File: src/rtl/mcycle_pkg.sv
// Shared definitions for the iterative multiply/divide unit.
//   mcycle_op_e    : operation encoding presented on MCycleOp
//   mcycle_state_e : controller state encoding
//   DIV0_FILL      : bit replicated across the quotient on a zero divisor
package mcycle_pkg;

    typedef enum logic [1:0] {
        OP_SMUL = 2'b00,
        OP_UMUL = 2'b01,
        OP_SDIV = 2'b10,
        OP_UDIV = 2'b11
    } mcycle_op_e;

    typedef enum logic [1:0] {
        ST_IDLE    = 2'b00,
        ST_COMPUTE = 2'b01,
        ST_DONE    = 2'b10
    } mcycle_state_e;

    // Quotient on divide-by-zero is all ones (remainder returns the dividend).
    localparam logic DIV0_FILL = 1'b1;

    function automatic logic op_is_signed(input mcycle_op_e op);
        return (op == OP_SMUL) || (op == OP_SDIV);
    endfunction

    function automatic logic op_is_div(input mcycle_op_e op);
        return (op == OP_SDIV) || (op == OP_UDIV);
    endfunction

endpackage

File: src/rtl/mcycle_iter_core.sv
// Unsigned radix-2 datapath: one shift-add (MUL) or one restoring subtract
// (DIV) step per cycle with step high.
//   load      : capture magnitudes a (multiplier/dividend) and b (multiplicand/divisor)
//   step      : perform one iteration
//   is_div    : select divide step instead of multiply step
//   prod_next : value the accumulator takes on this step (product, or quotient in low half)
//   rem_next  : value the remainder takes on this step (low WIDTH bits)
// The *_next outputs let the parent register the final result on the same
// edge as the last step.
module mcycle_iter_core #(
    parameter int WIDTH = 32
) (
    input  logic                 CLK,
    input  logic                 RESETn,
    input  logic                 load,
    input  logic                 step,
    input  logic                 is_div,
    input  logic [WIDTH-1:0]     a,
    input  logic [WIDTH-1:0]     b,
    output logic [2*WIDTH-1:0]   prod_next,
    output logic [WIDTH-1:0]     rem_next
);

    logic [2*WIDTH-1:0] acc;
    logic [WIDTH:0]     rem;
    logic [WIDTH-1:0]   b_q;

    logic [2*WIDTH-1:0] acc_nx;
    logic [WIDTH:0]     rem_nx;
    logic [WIDTH:0]     sum;
    logic [WIDTH:0]     shifted;
    logic [WIDTH:0]     diff;
    logic               borrow;

    always_comb begin
        acc_nx  = acc;
        rem_nx  = rem;
        // Multiply: add multiplicand into the high half when the current
        // multiplier bit is set; the carry is kept by shifting right.
        sum     = {1'b0, acc[2*WIDTH-1:WIDTH]} + (acc[0] ? {1'b0, b_q} : '0);
        // Divide: dividend bits shift out of the low half into the partial
        // remainder. The remainder's top bit is dropped by the shift because
        // it is always clear after a step (remainder < divisor).
        shifted = (rem << 1) | (WIDTH+1)'(acc[WIDTH-1]);
        diff    = shifted - {1'b0, b_q};
        borrow  = shifted < {1'b0, b_q};
        if (is_div) begin
            rem_nx            = borrow ? shifted : diff;
            acc_nx[WIDTH-1:0] = {acc[WIDTH-2:0], ~borrow};
        end else begin
            acc_nx = {sum, acc[WIDTH-1:1]};
        end
    end

    always_ff @(posedge CLK or negedge RESETn) begin
        if (!RESETn) begin
            acc <= '0;
            rem <= '0;
            b_q <= '0;
        end else if (load) begin
            acc <= {{WIDTH{1'b0}}, a};
            rem <= '0;
            b_q <= b;
        end else if (step) begin
            acc <= acc_nx;
            rem <= rem_nx;
        end
    end

    assign prod_next = acc_nx;
    assign rem_next  = rem_nx[WIDTH-1:0];

endmodule

File: src/rtl/mcycle_iter.sv
// Iterative multiply/divide unit. Start launches an operation; Busy stalls
// the pipeline until Result1/Result2 are valid (WIDTH+1 busy cycles).
//   CLK, RESETn        : clock, asynchronous active-low reset
//   Start, MCycleOp    : launch strobe and operation select
//   Operand1, Operand2 : multiplicand/dividend, multiplier/divisor
//   Result1, Result2   : product low/high, or quotient/remainder
//   Busy               : operation pending
//
// state      | meaning
// ST_IDLE    | waiting; Busy follows Start, Start latches operands
// ST_COMPUTE | one radix-2 step per cycle, count 0..WIDTH-1
// ST_DONE    | results valid, Busy low for one cycle, Start ignored
module mcycle_iter
    import mcycle_pkg::*;
#(
    parameter int WIDTH = 32
) (
    input  logic              CLK,
    input  logic              RESETn,
    input  logic              Start,
    input  logic [1:0]        MCycleOp,
    input  logic [WIDTH-1:0]  Operand1,
    input  logic [WIDTH-1:0]  Operand2,
    output logic [WIDTH-1:0]  Result1,
    output logic [WIDTH-1:0]  Result2,
    output logic              Busy
);

    localparam int CW = $clog2(WIDTH);
    localparam logic [CW-1:0] LAST = CW'(WIDTH - 1);

    mcycle_state_e state, state_next;
    logic [CW-1:0] count;
    logic          load, step, busy;

    mcycle_op_e       in_op, op_q;
    logic             a_neg, b_neg;
    logic [WIDTH-1:0] a_mag, b_mag;
    logic             neg_q, rem_neg_q, div0_q;
    logic [WIDTH-1:0] op1_q;

    logic [2*WIDTH-1:0] prod_next, prod_fix;
    logic [WIDTH-1:0]   rem_next, quo_fix, rem_fix;
    logic [WIDTH-1:0]   res1_nx, res2_nx;

    always_ff @(posedge CLK or negedge RESETn) begin
        if (!RESETn) state <= ST_IDLE;
        else         state <= state_next;
    end

    always_comb begin
        state_next = state;
        busy       = 1'b0;
        load       = 1'b0;
        step       = 1'b0;
        case (state)
            ST_IDLE: begin
                busy = Start;
                load = Start;
                if (Start) state_next = ST_COMPUTE;
            end
            ST_COMPUTE: begin
                busy = 1'b1;
                step = 1'b1;
                if (count == LAST) state_next = ST_DONE;
            end
            ST_DONE:  state_next = ST_IDLE;
            default:  state_next = ST_IDLE;
        endcase
        // Start is combinational in IDLE, so gate it explicitly during reset.
        if (!RESETn) busy = 1'b0;
    end

    assign Busy = busy;

    // Magnitudes feed the unsigned core; |MIN| fits as an unsigned WIDTH value.
    always_comb begin
        in_op = mcycle_op_e'(MCycleOp);
        a_neg = op_is_signed(in_op) & Operand1[WIDTH-1];
        b_neg = op_is_signed(in_op) & Operand2[WIDTH-1];
        a_mag = a_neg ? -Operand1 : Operand1;
        b_mag = b_neg ? -Operand2 : Operand2;
    end

    mcycle_iter_core #(.WIDTH(WIDTH)) u_core (
        .CLK       (CLK),
        .RESETn    (RESETn),
        .load      (load),
        .step      (step),
        .is_div    (op_is_div(op_q)),
        .a         (a_mag),
        .b         (b_mag),
        .prod_next (prod_next),
        .rem_next  (rem_next)
    );

    // Sign fix-up: product/quotient negated on differing signs, remainder
    // follows the dividend (truncating division).
    always_comb begin
        prod_fix = neg_q ? -prod_next : prod_next;
        quo_fix  = neg_q ? -prod_next[WIDTH-1:0] : prod_next[WIDTH-1:0];
        rem_fix  = rem_neg_q ? -rem_next : rem_next;
        if (op_is_div(op_q)) begin
            if (div0_q) begin
                res1_nx = {WIDTH{DIV0_FILL}};
                res2_nx = op1_q;
            end else begin
                res1_nx = quo_fix;
                res2_nx = rem_fix;
            end
        end else begin
            res1_nx = prod_fix[WIDTH-1:0];
            res2_nx = prod_fix[2*WIDTH-1:WIDTH];
        end
    end

    always_ff @(posedge CLK or negedge RESETn) begin
        if (!RESETn) begin
            count     <= '0;
            op_q      <= OP_SMUL;
            neg_q     <= 1'b0;
            rem_neg_q <= 1'b0;
            div0_q    <= 1'b0;
            op1_q     <= '0;
            Result1   <= '0;
            Result2   <= '0;
        end else begin
            if (load) begin
                count     <= '0;
                op_q      <= in_op;
                neg_q     <= a_neg ^ b_neg;
                rem_neg_q <= a_neg;
                div0_q    <= (Operand2 == '0);
                op1_q     <= Operand1;
            end else if (step) begin
                count <= count + CW'(1);
            end
            if (step && count == LAST) begin
                Result1 <= res1_nx;
                Result2 <= res2_nx;
            end
        end
    end

endmodule

File: config.mk
export PLATFORM = sky130hd
export DESIGN_NAME = mcycle_iter
export DESIGN_NICKNAME = d
export VERILOG_FILES = /design/src/rtl/mcycle_pkg.sv /design/src/rtl/mcycle_iter_core.sv /design/src/rtl/mcycle_iter.sv
export SDC_FILE = /design/constraint.sdc
export NUM_CORES = 1
export LEC_CHECK = 0
export ABC_AREA = 1
export CORE_UTILIZATION = 50
export DETAILED_ROUTE_END_ITERATION = 10
export GPL_ROUTABILITY_DRIVEN = 1
export HOLD_SLACK_MARGIN = 0.1
export PLACE_DENSITY = 0.65
export SLEW_MARGIN = 20
export SYNTH_ARGS = -nofsm -noshare
export SYNTH_HDL_FRONTEND = slang
export SYNTH_SLANG_ARGS = --single-unit
File: constraint.sdc
create_clock -name CLK -period 4.6 [get_ports CLK]
set_clock_uncertainty 0.1 [all_clocks]
set_input_delay 0.46 -clock CLK [delete_from_list [all_inputs] [get_ports CLK]]
set_output_delay 0.46 -clock CLK [all_outputs]
set_load 0.01 [all_outputs]
---- After elaboration in Yosys (flattened, before gate mapping) ----
Cells that the tools add are included.
word-level totals
  input port bits ......................... 69
  bits in registers ....................... 236
  logic and storage cells ................. 68
operators by class
  reductions and logical operators ........ 8
  multiplexer cells ....................... 27
  order comparisons ....................... 1
  equal/unequal tests ..................... 7
  add/sub/neg operators ................... 8
  bitwise logic cells ..................... 5
operators with widths
  cell                 number
  $mux 32              15
  $mux 64              3
  $neg 32->32          4
  $neg 64->64          1
  $add 32x33->33       1
  $lt 33x32->1         1
  $or 33x1->33         1
  $logic_not 32->1     1
  $sub 32x32->32       1
  $mux 5               2
  $eq 2x2->1 const B   3
  $add 5x1->5 const B  1
  $eq 5x5->1 const B   1
  $logic_not 2->1      2
  $mux 2               2
  $ne 2x2->1 const B   2
  $pmux 2 s2           1
  $mux 1               3
  $and 1x1->1          2
  $eq 2x1->1 const B   1
  $logic_or 1x1->1     2
  $pmux 1 s2           1
  $reduce_and 2->1     1
  $reduce_bool 2->1    1
  other kinds (3)      3

---- Longest topological paths before layout ----
Gate-level depths: netlist of the first run.
  word-level depth ........................ 8
  gate-level depth with buffers ........... 33
  gate-level depth less buffers ........... 33

---- Modules after synthesis ----
From an unflattened synthesis of the first run, not the netlist that was laid out.
unflattened totals
  cells, all modules ...................... 3,428
  area, all modules ....................... 21,165.3 um^2
modules (own cells, without submodules)
  module            cells an instance  area an instance (um^2)  instances  seq. area each (um^2)
  mcycle_iter_core  1,930              11,762.5                 1          3,203.1
  mcycle_iter       1,498              9,402.8                  1          2,677.6

---- Worst setup path after synthesis of the first run ----
Ideal clock, no wire load.
  kind .................................... reg2reg
  start point ............................. register u_core.b_q[11]
  end point ............................... register Result2[24]
  arrival time ............................ 3.438 ns
  path buffers ............................ 0
  stages on the path, launching flop included .. 32
  setup slack ............................. 0.946 ns
  library setup time ...................... 0.116 ns
  required time ........................... 4.384 ns
  cells stage by stage .................... dfrtp_1 -> inv_1 -> ha_1 -> nand2_1 -> inv_1 -> a21oi_1 -> o21bai_2 -> inv_2 -> nand2_2 -> nand2_4 -> nand2_8 -> nand2_1 -> o21ai_1 -> inv_1 -> ha_1 -> inv_1 -> nor2_2 -> nand2_1 -> nor2_4 -> nand3_2 -> nor3_2 -> nand2_1 -> nor3_2 -> nand2_1 -> nor2_2 -> nand2_1 -> nand2_1 -> nand2_1 -> nand3_1 -> nand2_1 -> a21oi_2 -> nor2_1
between the ends
  longest elaborated chain between the ends .. 7
  elaborated cells on any way between the ends .. 15
  those cells by class .................... add/sub: 4; order compare: 1; mux: 9; bitwise: 1
ends and longest elaborated chain
  what                                                                 line                    source
  start: declaration                                                   mcycle_iter_core.sv:26  logic [WIDTH-1:0] b_q;
  start signal: assignment                                             mcycle_iter_core.sv:59  b_q <= '0;
  start signal: assignment                                             mcycle_iter_core.sv:63  b_q <= b;
  parallel branches: the longest is 6 deep, another holds $neg 64->64  -
  $mux 32 (*)                                                          mcycle_iter.sv:103      if (op_is_div(op_q)) begin
  end signal: assignment                                               mcycle_iter.sv:140      Result2 <= res2_nx;
  end: declaration                                                     mcycle_iter.sv:25       output logic [WIDTH-1:0] Result2,
Mark *: on every way between the ends.
A chain may end at the register's enable or synchronous reset.

---- Worst setup path in the final report of the first run ----
  start point ............................. register u_core.b_q[30]
  end point ............................... register Result2[24]
between the ends
  longest elaborated chain between the ends .. 7
  elaborated cells on any way between the ends .. 11
  those cells by class .................... add/sub: 2; order compare: 1; mux: 7; bitwise: 1
ends and longest elaborated chain
  what              line                    source
  $lt 33x32->1 (*)  mcycle_iter_core.sv:46  borrow = shifted < {1'b0, b_q};
  $mux 32           mcycle_iter_core.sv:48  rem_nx = borrow ? shifted : diff;
  $mux 32           mcycle_iter_core.sv:47  if (is_div) begin
  $neg 32->32       mcycle_iter.sv:102      rem_fix = rem_neg_q ? -rem_next : rem_next;
  $mux 32           mcycle_iter.sv:102
  $mux 32           mcycle_iter.sv:104      if (div0_q) begin
  $mux 32 (*)       mcycle_iter.sv:103
Mark *: on every way between the ends. The rest lies on a longest branch, timed or not.

==> results of run 1 <==
[critical path, cell delays in order (launching register included)]
cell	delay, ps
dfrtp_1	410
inv_1	150
ha_1	360
nand2_1	80
nor3_1	340
nand2_1	150
nor2_1	300
nand2_4	110
nand2_8	80
buf_4	350
buf_4	270
nand2_1	80
nand3_1	70
o21ai_1	150
inv_1	170
nand2_1	70
nor2_1	250
nand2_1	120
nand2_1	100
nand2_1	60
nand2_1	60
nand3_1	230
a21oi_2	190
nor2_1	50
[placed cells by master (no fill, tap or decap), types with 41 or more instances in the layout]
master / synthesis / layout
nor2_1: 299 / 296
a21oi_1: 140 / 137
nand2_1: 889 / 884
dfrtp_1: 235 / 232
inv_1: 527 / 525
buf_4: 5 / 56
xor2_1: 41 / 41
clkdlybuf4s50_1: 0 / 132
ha_1: 70 / 63
nor3_1: 52 / 52
nand4_1: 50 / 50
nand3_1: 227 / 225
o22ai_1: 47 / 47
o21ai_0: 208 / 208
[cell families after synthesis]
group	Yosys count	share of synthesized area [%]
simple gates	1626	34.2
buf+inv	661	12.7
compound gates	579	16.9
flops	235	28.5
xor+xnor	78	3.31
fa+ha+maj	72	4.44
[stage by stage]
step / total power, mW / worst slack, ps
2_1_floorplan: 14.3 / 946
3_3_place_gp: 19.3 / 326
3_5_place_dp: 19.4 / 236
4_1_cts: 22.0 / 216
5_1_grt: 24.3 / 8.73
6_report: 22.6 / 185
[area by class of cell]
class                           count  share of cell area, %
Sequential cell                   235                   24.8
Antenna cell                        1                 0.0105
Timing Repair Buffer              195                   7.86
Inverter                          540                   8.55
Tap cell                          532                   2.80
Clock buffer                       40                   3.53
Clock inverter                     13                  0.701
Multi-Input combinational cell   2355                   51.7
[state kept, by name (all words and copies together), names as in the netlist]
signal      flops
state           2
u_core.rem     32
Result1        32
op1_q          32
u_core.acc     64
Result2        32
op_q            1
rem_neg_q       1
neg_q           1
u_core.b_q     32
count           5
div0_q          1
[power groups by stage]
stage	Sequential, mW	Combinational (mW)	Clock [mW]
finish	3.86	16.3	2.47
global route	3.95	17.8	2.55
CTS	3.82	15.7	2.49
detailed placement	3.85	15.6	0
global placement	3.80	15.5	0
floorplan	3.54	10.8	0
[final timing paths]
| kind | startpoint | end | slack (ps) | depth (start not counted) |
|---|---|---|---|---|
| max | u_core.b_q[30] | Result2[24] | 180 | 23 |
| max reg2reg | u_core.b_q[30] | Result2[24] | 180 | 23 |
| max in group asynchronous | RESETn | u_core.acc[0] | 2710 | 3 |
| min reg2reg | Result2[14] | Result2[14] | 380 | 2 |
| min | MCycleOp[1] | op_q[1] | 350 | 3 |
| min in group asynchronous | RESETn | Result1[14] | 360 | 2 |
[layer usage]
layer / GRT usage, % / share of wire [%] / vias up
li1: - / - / 10700
met1: 54.6 / 41 / 10700
met2: 63.4 / 44 / 1203
met3: 6.38 / 9.7 / 212
met4: 18.6 / 5.6 / 2
met5: 0 / 0.012 / -
[what timing repair did]
action,in CTS,in global routing
gates resized for setup,0,25
endpoints found under the setup margin,0,14
buffers inserted,0,3
hold buffers,1,0
endpoints found under the hold margin,91,0
==> impl_results.md, run 1 <==
- Post-Route WL: 85.0 mm
- Core Util, Final: 58.3%
- Starting Density: 50.6%
- Setup TNS: 0 ps
- Remaining DRCs: 0
- Root buf cell: clkbuf_16
- I/O pins: 134
- H-tree Lvls: 1
- Pleak: 11.9 nW
- Synthesized instance count: 3,251
- Register area: 5890 um^2
- Starting DRC count in detailed routing: 2,778
- Synth Register Bits: 235
- Average wire per standard cell: 21.7 um
- Drt first pass iters: 6
- Post-synth top area cell: dfrtp_1
- Critical Path Fanout Max: 22
- Nets: 3,497
- Pwr/cell area: 951 nW/um^2
- TritonCTS clock tree: done
- Psw: 12.9 mW
- Maximum vdd drop: 710 uV
- Antenna-violating nets left: 0
- Die ar.: 42,100 um^2
- Post-synth top cells: nand2_1 (889), inv_1 (527), nor2_1 (299)
- FFs w/ async S/R, synth: 100%
- Critical path endpoint category: flop
- Initial antenna violation count: 5
- P&R area growth vs syn: 15.1%
- Combinational share of power: 72.0%
- Min Tclk post-route: 4420 ps
- Total grt overflow: 0
- CTS clk-pin slew, worst paths: 60 ps
- DIE HEIGHT: 205 um
- Hold WS: 354 ps
- Setup CP Type: flop to flop
- Routability congestion estimate: 1.05
- Tot GR Track Use: 40.5%
- Detailed-route via count: 22,800
- Post-synth EDFFs: 0
- Core area: 40,700 um^2
- Share of layout cells above drive strength 1: 7.67%
- Post-synthesis sequential area ratio: 28.5%
- Fillers: 4,006
- Final instance area: 23,700 um^2
- Worst skew pair latency: 610 ps
- Yosys cell types: 76
- Syn Nets: 3,392
- Crit path DAT: 4810 ps
- CP required: 5000 ps
- Sw Ratio: 57.1%
- HP Class: primary input to flop
- First-pass GRT wire length: 129 mm
- Synth top area cells: dfrtp_1 (29%), nand2_1 (16%), inv_1 (9.6%)
- Placed Instance Area: 22,600 um^2
- Startpoint types: flop
- Slew Limit Fails: 0
- Relative slew slack: 37.0%
- Num CTS Buffers: 29
- Vias in the first global route: 21,600
- Final Hold Vio Count: 0
- Fmax: 226 MHz
- Row count: 74
- Period utilization: 96.0%
- Synth Flop Type: dfrtp_1
- Placed insts: 3,853
- Die W: 205 um
- Outcome: complete, no violations
- Worst Tran Pin Value: 935 ps
- MaxCap Viol Count: 0
- Power Internal: 9.70 mW
- Sequential share of power: 17.1%
- Cell Count, Final, Fillers Out: 3,911
- Yosys top cell area share: 28.5%
- Largest net degree at the start of global routing: 145
- Max clock buf depth: 3
- Clock network fraction of total power: 10.9%
- YS warnings: 0
- Buffers on Ports: 133
- RSZ-0062 raised after global routing: no
- Dpl hpwl: 65.5 mm
- Mean Syn Cell Area: 6.35 um^2
- Post-Syn Area: 20,600 um^2
- Via-per-instance ratio: 5.84
- Multi-input logic area: 12,300 um^2
- Setup violations, final: 0
- Leading cell type by number of instances after synthesis: nand2_1
- Clock sinks: 235
Note: power is estimated with default switching activity, not from simulation.
==> run 2, diff against run 1 <==
--- a/config.mk
+++ b/config.mk
@@ -11,6 +11,7 @@
 export GPL_ROUTABILITY_DRIVEN = 1
 export HOLD_SLACK_MARGIN = 0.1
 export PLACE_DENSITY = 0.65
+export RECOVER_POWER = 100
 export SLEW_MARGIN = 20
 export SYNTH_ARGS = -nofsm -noshare
 export SYNTH_HDL_FRONTEND = slang
==> run 2 against run 1 <==
- the run now ends with max-capacitance violations, max-slew violations left
- global-route usage did not move
- cell area down 0.44%
- clock-buffer cell count did not move
- utilization down 0.25 points
- routed wire length is 0.28% lower
- sequential cell count unchanged
- via count hardly changed
- non-clock buffer count unchanged
- worst hold slack got worse by 15 ps
- setup slack got worse by 120 ps
- register-to-register slack worse by 120 ps
- critical path type unchanged
==> impl_results.md, run 2 (same netlist as run 1, synthesis figures left out) <==
- Period utilization: 98.6%
- Fmax: 220 MHz
- Num CTS Buffers: 29
- First-pass GRT wire length: 129 mm
- Routability congestion estimate: 1.05
- Worst path most repeated cell: nand2_1
- Dpl hpwl: 65.5 mm
- Core area: 40,700 um^2
- Outcome: complete, but fails checks
- Tot GR Track Use: 40.5%
- WP buf/inv: 4
- Antenna-violating nets left: 0
- Worst Tran Pin Value: 2780 ps
- Max clock buf depth: 3
- P&R area growth vs syn: 14.6%
- Crit path DAT: 4930 ps
- Cell Count, Final, Fillers Out: 3,911
- TritonCTS clock tree: done
- Placed insts: 3,853
- Nets: 3,497
- CP required: 5000 ps
- Critical path endpoint category: flop
- MaxCap Viol Count: 6
- Min-Delay Path Depth: 3
- Setup TNS: 0 ps
- Critical Path Fanout Max: 22
- Slew Limit Fails: 483
- DIE HEIGHT: 205 um
- Drt first pass iters: 6
- Most frequent cells in the layout: nand2_1 (884), inv_1 (527), nor2_1 (299)
- Multi-input logic area: 12,200 um^2
- Commonest non-fill, non-tap cell in the layout: nand2_1
- Worst skew pair latency: 610 ps
- Max reg flops: 64
- Starting DRC count in detailed routing: 2,859
- Most flops, register: u_core.acc
- Fillers: 4,022
- Worst path cell trace: inv_1 > ha_1 > nand2_1 > nor3_1 > nand2_1 > nor2_1 > nand2_4 > nand2_8 > buf_4 > clkbuf_2 > nand2_1 > nand3_1 > o21ai_1 > inv_1 > nand2_1 > nor2_1 > nand2_1 > nand2_1 > nand2_1 > nand2_1 > nand3_1 > a21oi_2 > nor2_1
- Starting Density: 50.6%
- Levels on crit path: 23
- H-tree Lvls: 1
- Final Hold Vio Count: 0
- Startpoint types: flop
- Slowest library cell on the worst path: dfrtp_1
- Average wire per standard cell: 21.7 um
- Largest net degree at the start of global routing: 145
- Total grt overflow: 0
- Min Tclk post-route: 4540 ps
- Via-per-instance ratio: 5.84
- Slowest cell delay on critical path: 400 ps
- Buffers on Ports: 133
- Row count: 74
- Register area: 5890 um^2
- Share of layout cells above drive strength 1: 7.19%
- Initial antenna violation count: 5
- Setup CP Type: flop to flop
- RSZ-0062 raised after global routing: no
- Vias in the first global route: 21,600
- Clock sinks: 235
- Post-Route WL: 84.8 mm
- Die W: 205 um
- CTS clk-pin slew, worst paths: 60 ps
- Setup violations, final: 0
- HP Class: primary input to flop
- Relative slew slack: -85.0%
- Remaining DRCs: 0
- Detailed-route via count: 22,800
- Failing checks: max-capacitance violations, max-slew violations
- I/O pins: 134
- Die ar.: 42,100 um^2
- R2r worst-path depth: 23
- CP delay by family, top: simple AND/OR/NAND/NOR gates
- Root buf cell: clkbuf_16
run 2: changes by cell type in the layout (fill, tap and decap cells not counted), sizes merged:
cell,delta
buf,-11
clkbuf,+11
clkdlybuf4s50,-67
clkinv,-1
clkinvlp,+1
dlygate4sd3,+67
run 2: final cells by class:
class,instances,area share (%)
Antenna cell,1,0.0106
Clock buffer,40,3.54
Clock inverter,13,0.704
Inverter,540,8.59
Multi-Input combinational cell,2355,51.8
Sequential cell,235,24.9
Tap cell,532,2.82
Timing Repair Buffer,195,7.67
run 2: worst paths after layout:
path,from,slack (ps),end
setup / recovery,u_core.b_q[30],60,Result2[24]
hold reg to reg,Result2[22],380,Result2[22]
setup reg to reg,u_core.b_q[30],60,Result2[24]
max in group asynchronous,RESETn,1250,u_core.acc[0]
hold / removal,MCycleOp[1],340,op_q[1]
min in group asynchronous,RESETn,360,Result1[14]
run 2: per-layer routing:
layer	vias up	global-route usage, %	wire length, um
li1	10700	-	-
met1	10700	54.6	34700
met2	1192	63.4	37200
met3	212	6.38	8110
met4	2	18.6	4750
met5	-	0	10
run 2: through the flow:
| step | hold WS, ps | utilization (%) | setup slack (ps) | area, um^2 |
|---|---|---|---|---|
| 4_1_cts | 335 | 57.9 | 216 | 23600 |
| 6_report | 340 | 58.0 | 63.2 | 23600 |
| 2_1_floorplan | 64.4 | - | 946 | 20600 |
| 5_1_grt | 366 | 58.0 | 9.32 | 23600 |
| 3_3_place_gp | 365 | 55.4 | 326 | 22600 |
| 3_5_place_dp | 368 | 55.4 | 236 | 22600 |
run 2: tightest hold or removal path, stage by stage:
cell and delay, ps:
clkdlybuf4s50_1 400, nand2_1 60, o21ai_0 70
run 2: what timing repair did:
item | CTS | global route
endpoints found under the hold margin | 91 | 0
endpoints found under the setup margin | 0 | 14
hold buffers | 1 | 0
resized for setup | 0 | 25
setup buffers | 0 | 3
Power of run 2 is not shown: default switching activity piles up to over one toggle a cycle in this logic, so the estimate is an artifact.
